`src/rtl/sram_req_fifo.sv`:
```
// rtl/sram_req_fifo.sv - in-order request buffer feeding the SRAM-subsystem state machine
//
// Ports:
//   CLK, ASYNCRESETN        clock (rising edge), asynchronous active-low reset
//   flush                   synchronous clear of all entries and the overflow flag
//   enq_valid/enq_ready     producer handshake; enq_cmd/enq_data carry the request
//   deq_valid/deq_ready     consumer handshake on the head entry
//   offer/receive           head cmd/data, IDLE_CMD/0 while empty
//   count                   occupancy 0..DEPTH
//   overflow                sticky, set when a request is offered while full

module sram_req_fifo #(
    parameter int               DEPTH    = 4,
    parameter int               DATA_W   = 16,
    parameter int               CMD_W    = 4,
    parameter logic [CMD_W-1:0] IDLE_CMD = 4'hF
) (
    input  logic                     CLK,
    input  logic                     ASYNCRESETN,
    input  logic                     flush,
    input  logic                     enq_valid,
    output logic                     enq_ready,
    input  logic [CMD_W-1:0]         enq_cmd,
    input  logic [DATA_W-1:0]        enq_data,
    output logic                     deq_valid,
    input  logic                     deq_ready,
    output logic [CMD_W-1:0]         offer,
    output logic [DATA_W-1:0]        receive,
    output logic [$clog2(DEPTH):0]   count,
    output logic                     overflow
);

    localparam int PTR_W = $clog2(DEPTH);
    localparam int CNT_W = PTR_W + 1;

    logic [CMD_W-1:0]  mem_cmd  [DEPTH];
    logic [DATA_W-1:0] mem_data [DEPTH];

    logic [PTR_W-1:0] wr_ptr;
    logic [PTR_W-1:0] rd_ptr;
    logic [CNT_W-1:0] count_q;
    logic             overflow_q;

    logic full;
    logic empty;
    logic push;
    logic pop;

    // Flags come from the count register only, so enq_ready never depends
    // combinationally on deq_ready: a pop while full does not free the slot
    // until the following cycle.
    assign full  = (count_q == CNT_W'(DEPTH));
    assign empty = (count_q == '0);
    assign push  = enq_valid & ~full;
    assign pop   = deq_ready & ~empty;

    assign enq_ready = ~full;
    assign deq_valid = ~empty;
    assign count     = count_q;
    assign overflow  = overflow_q;

    // Head read is from registered state only; no input-to-output path.
    assign offer   = empty ? IDLE_CMD : mem_cmd[rd_ptr];
    assign receive = empty ? '0       : mem_data[rd_ptr];

    // Storage needs no reset; an unwritten slot is never visible because
    // the outputs are masked while empty.
    always_ff @(posedge CLK) begin
        if (push && !flush) begin
            mem_cmd[wr_ptr]  <= enq_cmd;
            mem_data[wr_ptr] <= enq_data;
        end
    end

    always_ff @(posedge CLK or negedge ASYNCRESETN) begin
        if (!ASYNCRESETN) begin
            wr_ptr     <= '0;
            rd_ptr     <= '0;
            count_q    <= '0;
            overflow_q <= 1'b0;
        end else if (flush) begin
            wr_ptr     <= '0;
            rd_ptr     <= '0;
            count_q    <= '0;
            overflow_q <= 1'b0;
        end else begin
            // DEPTH is a power of two, so pointers wrap by plain overflow.
            if (push) begin
                wr_ptr <= wr_ptr + PTR_W'(1);
            end
            if (pop) begin
                rd_ptr <= rd_ptr + PTR_W'(1);
            end
            case ({push, pop})
                2'b10:   count_q <= count_q + CNT_W'(1);
                2'b01:   count_q <= count_q - CNT_W'(1);
                default: count_q <= count_q;
            endcase
            if (enq_valid && full) begin
                overflow_q <= 1'b1;
            end
        end
    end

endmodule
```
`config.mk`:
```
export PLATFORM = sky130hd
export DESIGN_NAME = sram_req_fifo
export DESIGN_NICKNAME = d
export VERILOG_FILES = /design/src/rtl/sram_req_fifo.sv
export SDC_FILE = /design/constraint.sdc
export NUM_CORES = 1
export LEC_CHECK = 0
export CELL_PAD_IN_SITES_DETAIL_PLACEMENT = 2
export CELL_PAD_IN_SITES_GLOBAL_PLACEMENT = 2
export CORE_AREA = 3 3 101 103
export CTS_CLUSTER_DIAMETER = 50
export DETAILED_ROUTE_END_ITERATION = 6
export DIE_AREA = 0 0 104 106
export GPL_ROUTABILITY_DRIVEN = 0
export PLACE_DENSITY = 0.87
export SYNTH_ARGS = -nofsm -noshare
export SYNTH_HDL_FRONTEND = slang
export SYNTH_SLANG_ARGS = --single-unit
```
`constraint.sdc`:
```
create_clock -name CLK -period 2.3 [get_ports CLK]
set_clock_uncertainty 0.2 [all_clocks]
set_input_delay 0.69 -clock CLK [delete_from_list [all_inputs] [get_ports CLK]]
set_output_delay 0.69 -clock CLK [all_outputs]
set_load 0.01 [all_outputs]
```
==> results.txt, run 1 <==
The run finished, with violations left. The final reports fail on setup timing. The critical path's largest stage delay came out at 0.48 ns. The final net count is 318. In the global route stage, overall resource usage came out at 0.1942. Dividing the final minimum period by the clock period gives 1.204. The sequential group share of total power came out at 0.408. The cell sitting at the root of the clock tree is a clkbuf_8. In this run the worst path has a maximum fanout of 4. The total I/O pin count came out at just over 50.

On the critical path the largest part of the delay comes from multiplexers. The min-delay analysis places its worst path in the category reg2reg. The total routed wirelength came out at 10140 um.

The worst setup path is launched from a flip-flop. The area of the die came out at 11020 um2. The flip-flop and latch count after synthesis came out at 88.

The initial antenna violation count is 0. Counting every net in the synthesized netlist gives 226. 0 antenna diodes ended up in the layout.

The clock network fraction of total power came out at 0.266. The signed area change from the synthesized netlist to the final layout is 37.43%. The worst setup path is of the reg2out kind. The number of remaining DRC errors is 0. At the pin with the least slew margin, the transition time is approximately 0.43 ns. The worst slew slack as a fraction of its limit is 0.7123. The number of routed nets with antenna violations came out at 0.

The first global-routing pass estimated 15900 um of wire. Counting flops with an async set or reset pin after synthesis yields a share of 0.09091. The post-synthesis sequential area ratio came out at 0.7058. The number of global-route vias before repair came to 2551. In this design, the critical path's most frequently occurring cell is buf_6. Counting every instance in the synthesized netlist gives approximately 200. The tightest hold path in the finished design has a slack of approximately 0.33 ns.

The total count of max-transition violations in the final report is 0. The switching share of power came out at 0.2768. The total internal power came out at 3287 uW. The worst hold path was traced through 2 stages.

The required time reported for the critical path endpoint is 1.41 ns. The clock passes through at most 2 buffers. The share of post-route cells with drive strength above 1 came out at 0.4403. The shortest period the worst path allows came out at 2.770 ns. The Yosys step of the flow raised 0 warnings.

The first-iteration detailed-routing DRC count came out at roughly 120. Across all setup checks in the final design, the least slack found is -0.4701 ns. The worst setup path is captured at an output port. The net switching power of the design is 1258 uW. The worst path arrival time came out at 1.88 ns. The prevailing post-synth register cell is edfxtp_1. Setup violations remaining at the end of the flow were counted as 21. Across the run, the number of max-cap violations was 0.

The count of clock tree sinks came out at a little under 90. The floorplan has 35 rows. The post-route setup TNS is -8.578 ns. The initial core utilization is 0.3972.

The number of inserted filler cells in the final layout came out at 841. The largest individual stage delay along the critical path comes from the cell mux4_2. The vertical die dimension came out at about 110 um.

The first TritonRoute pass finished after 4 iterations. The static leakage came out at 0.001786 uW. In this run the cell area measured after placement is 4662 um2. Entering global routing, the biggest net connects 17 pins.

The total clock buffers created by CTS came out at 9. After clock tree synthesis, the clock-pin slew on the worst setup and hold paths is 0.10 ns. Setup repair after global routing could not meet its margin everywhere. The number of enable-type register cells in the synthesized netlist came out at 80. The highest clock frequency the design can meet came out at 361.0 MHz. In the final layout, flip-flops and latches occupy 2603 um2.

The footprint of the multi-input gates is 1042 um2. The cell depth of the worst flop-to-flop path is 8. After legalization and detailed placement, the total HPWL measured ~6500 um.

For the worst-skew pair, the clock arrives at the later sink with an insertion delay of 0.36 ns. OpenSTA, run right after detailed placement, puts the worst setup slack at -0.5130 ns. The netlist area before placement is 3687 um2. The clock tree from TritonCTS is done.

The final cell area excluding filler cells is slightly above 5000 um2. The power density relative to cell area came out at ~900 nW/um2. During placement, the flow inserted port buffers numbering 50. The final count of hold timing violations is 0. The worst path buffer plus inverter count is 3. The core region is 9284 um2. In this run the number of cells on the critical path is 5. The routed layout has 2183 vias. The die is about 100 um wide. The detailed-route vias per instance came out at 5.173.

The count of H-tree levels built during CTS is 3. The average wire length per cell after detail routing came out at ~24 um. Walking the worst path, the cells encountered are buf_6, buf_6, mux4_2, or2_4, buf_6. The combinational share of power came out at 0.326. Each instance of the synthesized netlist takes up on average 18.81 um2. Counting distinct cell types in the post-synthesis netlist gives 36. The largest voltage drop on the vdd net is 0.4477 mV. The total overflow reported by the global router came out at 0.
==> layer usage <==
metal	routed length, um	track usage	vias up
li1	-	-	954
met1	4346	0.2511	1178
met2	5425	0.3435	44
met3	274	0.03097	7
met4	92	0.04843	0
met5	0	0	-
==> logic make-up (layout without fill, tap and decap cells) <==
family,count (synthesis),after routing,share of synthesized area
fa+ha+maj,5,5,0.01900
simple gates,45,45,0.07533
flops,88,88,0.7058
compound gates,18,18,0.03088
mux,20,20,0.1374
buf+inv,17,114,0.02443
xor+xnor,3,3,0.007127
==> state kept, by name (all words and copies together) (netlist names) <==
| name | count |
|---|---|
| wr_ptr | 2 |
| mem_cmd | 16 |
| count | 3 |
| mem_data | 64 |
| rd_ptr | 2 |
| overflow | 1 |
==> power by group through the flow <==
stage | logic (uW) | registers (uW) | clock network [uW]
floorplan | 505 | 1890 | 0
global placement | 1090 | 1870 | 0
detailed placement | 1150 | 1880 | 0
CTS | 1410 | 1850 | 1230
global route | 1580 | 1860 | 1300
finish | 1480 | 1850 | 1210
==> path summary, 6_finish.rpt <==
| check | to | start | slack, ns |
|---|---|---|---|
| min in group asynchronous | count[1] | ASYNCRESETN | 0.43 |
| worst max register to register | count[1] | count[0] | -0.17 |
| worst max-delay path | offer[0] | rd_ptr[0] | -0.47 |
| worst min-delay path | overflow | overflow | 0.33 |
| max in group asynchronous | wr_ptr[1] | ASYNCRESETN | 1.16 |
| worst min register to register | overflow | overflow | 0.33 |
==> synthesized netlist by cell type, types with 3 or more instances <==
library cell,number,area (um2)
clkbuf_1,4,15.01
nor2_1,3,11.26
buf_2,3,15.01
ha_1,4,50.05
o21ai_0,3,15.01
and2_1,21,131.4
mux4_1,15,394.1
inv_1,6,22.52
edfxtp_1,80,2402
a21oi_1,6,30.03
dfrtp_1,8,200.2
nand2b_1,5,31.28
mux4_2,5,112.6
nand3_1,3,15.01
==> worst register-to-register path, delay by kind of cell (launching register included) <==
family	cells	cell delay [ns]
AND/OR/NAND/NOR	3	0.68
adder cells (fa/ha/maj)	1	0.57
flip-flops	1	0.42
buffers and inverters	3	0.39
AO/OA/AOI/OAI	1	0.11
==> layout make-up <==
cell class                 count  area share
tap                          129     0.03185
timing repair buffer          92      0.2000
inverter                       6    0.004444
multi-input combinational     91      0.2057
clock inverter                 7     0.02000
sequential                    88      0.5136
clock buffer                   9     0.02444
==> layout by cell type (no fill, tap or decap), types with 3 or more instances in the layout <==
cell type / netlist / final
edfxtp_1: 80 / 80
buf_6: 2 / 30
clkdlybuf4s50_1: 0 / 25
mux4_2: 5 / 20
buf_4: 2 / 19
and2_4: 0 / 16
buf_12: 0 / 12
clkbuf_8: 0 / 9
dfrtp_1: 8 / 8
a21oi_1: 6 / 6
inv_1: 6 / 5
nand2b_1: 5 / 5
and2_2: 0 / 4
ha_1: 4 / 4
o21ai_0: 3 / 3
nand3_1: 3 / 3
nor2_1: 3 / 3
buf_2: 3 / 3
==> repair_timing <==
action	CTS	global route
pin swaps	21	6
hold buffers	0	0
resized for setup	154	18
buffers inserted	16	1
endpoints found under the hold margin	0	0
endpoints found under the setup margin	26	88
==> stage by stage <==
stage | total power (uW) | utilization | std cells
2_1_floorplan | 2393 | - | 196
5_1_grt | 4742 | 0.5458 | 422
3_3_place_gp | 2965 | 0.5022 | 394
3_5_place_dp | 3032 | 0.5022 | 394
4_1_cts | 4498 | 0.5423 | 426
6_report | 4544 | 0.5458 | 422
Power figures use the tool's default switching activity.
==> inputs of run 2 (changes only) <==
==> constraint.sdc (replaced) <==
create_clock -name CLK -period 2.3 [get_ports CLK]
set_clock_uncertainty 0.2 [all_clocks]
set_input_delay 0.69 -clock CLK [delete_from_list [all_inputs] [get_ports CLK]]
set_output_delay 0.69 -clock CLK [all_outputs]
set_load 0.1 [all_outputs]
==> run 2 against run 1 <==
The run still ends with setup timing left. Combinational power increased by 76%. Register-to-register slack gained 0.11 ns. Critical path type unchanged. Sequential power about the same. Critical endpoint is now offer[3]. Non-clock buffer count is 10 lower. Fmax shrank 1.5%. Wire length down 6.0%. Die area unchanged.
==> results.txt, run 2 (same netlist as run 1, synthesis figures left out) <==
The vertical die dimension is 106 um (unchanged). The pre-CTS setup slack came to -0.5301 ns (-0.01708 ns). The transition time of the tightest slew-check pin came out at 0.4437 ns (+0.01473 ns). Setup repair after global routing could not meet its margin everywhere. The shortest period the worst path allows was 2.813 ns (+0.04296 ns). The placeable core region is 9284 um2 (unchanged).

The final reports fail on setup timing. The maximum buffer depth of the clock tree is 2 (unchanged). The maximum number of pins on one net before global-route repair came out at 21 (+4).

The number of inserted filler cells in the final layout is 819 (-2.6%). The flip-flop count of the largest register after layout was 64 (unchanged). The post-route worst setup slack is -0.5131 ns (-0.04296 ns). The required time reported for the critical path endpoint came out at 1.41 ns (about the same). The number of max-capacitance violations reported came out at 0 (unchanged).

TritonCTS built the clock tree. The most flop-heavy register is mem_data. The clock latency reported for the late side of the worst-skew pair is 0.35 ns (about the same). The share of post-route cells with drive strength above 1 is 0.4700 (+0.02969). The total clock buffers created by CTS is 9 (unchanged). The critical path's largest stage delay is 0.56 ns (+0.08 ns). The run finished, with violations left.

The diode insertion count for antenna repair was 0 (unchanged). The number of detailed-route iterations in the first pass is 4 (unchanged). The count of H-tree levels built during CTS came to 3 (unchanged). The number of buffers inserted by port buffering came out at 50 (unchanged).

The routed via count came out at 2089 (-4.3%). The number of routed nets with antenna violations is 0 (unchanged). The initial core utilization was 0.3972 (unchanged). The number of global-route vias before repair came out at 2474 (-3.0%). The total I/O pin count came out at 51 (unchanged). The final count of hold timing violations came out at 0 (unchanged). The slowest stage of the critical path belongs to the cell mux4_1. The count of hold buffers inserted by post-cts repair is 0 (unchanged). The cell that appears most often on the critical path is buf_12. The highest clock frequency the design can meet came out at 355.5 MHz (-1.5%). The average wire length per cell after detail routing is 23.14 um (-3.7%). The ratio of final minimum period to clock period came out at 1.223 (+0.01868). The total count of max-transition violations in the final report is 0 (unchanged). The detailed-route vias per instance is 5.070 (-2.0%).

The total routing usage reported by global routing is 0.1872 (-0.007017). The biggest fanout along the worst timing path came out at 5 (+1). The worst path arrival time is 1.92 ns (+0.04 ns).

The kind of end point of the critical path is an output port. The share of the core filled with cells in the final layout was 0.5624 (+0.01658). The total routed wirelength is 9535 um (-6.0%). The largest voltage drop on the vdd net came to 0.7818 mV (+75%). On the critical path the largest part of the delay comes from multiplexers. The tree is rooted in a clkbuf_8. Leaving out fill and tap cells, the most frequent cells in the layout are 80 x edfxtp_1, 34 x buf_12, 24 x clkdlybuf4s50_1. The worst path buffer plus inverter count is 2 (-1).

The class of the tightest hold or removal check is reg2reg. The worst setup path is of the reg2out kind. The power density relative to cell area came to 1090 nW/um2 (+22%). The final net count is 308 (-3.1%). The worst slew slack as a fraction of its limit was 0.7033 (-0.009021). The sum of net half-perimeters after detailed placement is 6073 um (-6.9%).

The signed area change from the synthesized netlist to the final layout is 41.60%. The worst setup path is launched from a flip-flop. The register-to-register path setup slack was -0.06 ns (+0.11 ns). The post-route setup TNS is -8.947 ns (-0.3684 ns). The total overflow reported by the global router came out at 0 (unchanged). The critical path goes through buf_12, mux4_1, or2_4, buf_12. The count of clock tree sinks came out at 88 (unchanged). Leaving out fill and tap cells, the most frequent cell in the layout is edfxtp_1. The initial antenna violation count is 0 (unchanged).

The static leakage came out at 0.001809 uW (+1.2%). The horizontal die dimension came to 104 um (unchanged). The total of endpoints with negative setup slack in the final report came to 23 (+9.5%).

The first-pass GRT wire length came out at 15480 um (-2.6%). The area of the die came out at 11020 um2 (unchanged). The clock edge transition at the registers on the reported setup and hold paths came out at 0.10 ns (about the same). The placement row count is 35 (unchanged).

The first-iteration detailed-routing DRC count is 154 (+33%). The number of remaining DRC errors came out at 0 (unchanged).
==> run 2: timing repair <==
item | in CTS | in global routing
gates resized for setup | 33 | 5
gates cloned | 1 | 0
pin swaps | 21 | 4
setup endpoints to repair | 104 | 31
setup buffers | 9 | 2
==> run 2: layer usage <==
metal,global-route usage,share of wire,up-vias,routed length [um]
met5,0,0,-,0
met4,0.05223,0.0082,0,78
met1,0.2352,0.43,1093,4084
met2,0.3338,0.53,55,5061
met3,0.03339,0.033,9,311
li1,-,-,932,-
==> run 2: layout make-up <==
type	count	area (um2)	share of cell area
Timing Repair Buffer	82	1124	0.2152
Clock buffer	9	123.9	0.02372
Tap cell	129	161.4	0.03091
Multi-Input combinational cell	91	1069	0.2046
Sequential cell	88	2615	0.5008
Clock inverter	7	102.6	0.01965
Inverter	6	26.28	0.005032
==> run 2: where the power goes <==
group / switching (uW) / leakage [uW] / internal [uW]
Combinational: 1530 / 0.000865 / 1090
Clock: 575 / 0.000116 / 625
Sequential: 52.3 / 0.000828 / 1830
Total: 2150 / 0.00181 / 3540
==> run 2: worst paths after layout <==
| kind | startpoint | endpoint | cells after the start |
|---|---|---|---|
| max | rd_ptr[0] | offer[3] | 4 |
| min | overflow | overflow | 2 |
| max reg2reg | count[2] | count[1] | 7 |
| min reg2reg | overflow | overflow | 2 |
| max in group asynchronous | ASYNCRESETN | count[2] | 1 |
| min in group asynchronous | ASYNCRESETN | count[1] | 1 |
==> run 2: tightest hold or removal path: cells and delay by family (launching register included) <==
kind               cells  cell delay [ns]
AOI/OAI and AO/OA      1             0.06
DFF                    1             0.40
and+or+nand+nor        1             0.08
==> run 2: metrics by stage <==
stage	power (uW)	instances	hold slack, ns	area, um2
finish	5693	412	0.3731	5221
global route	5902	412	0.4086	5221
CTS	5763	413	0.4050	5234
detailed placement	4356	387	0.3802	4888
global placement	4281	387	0.3364	4888
floorplan	3419	196	0.1944	3784
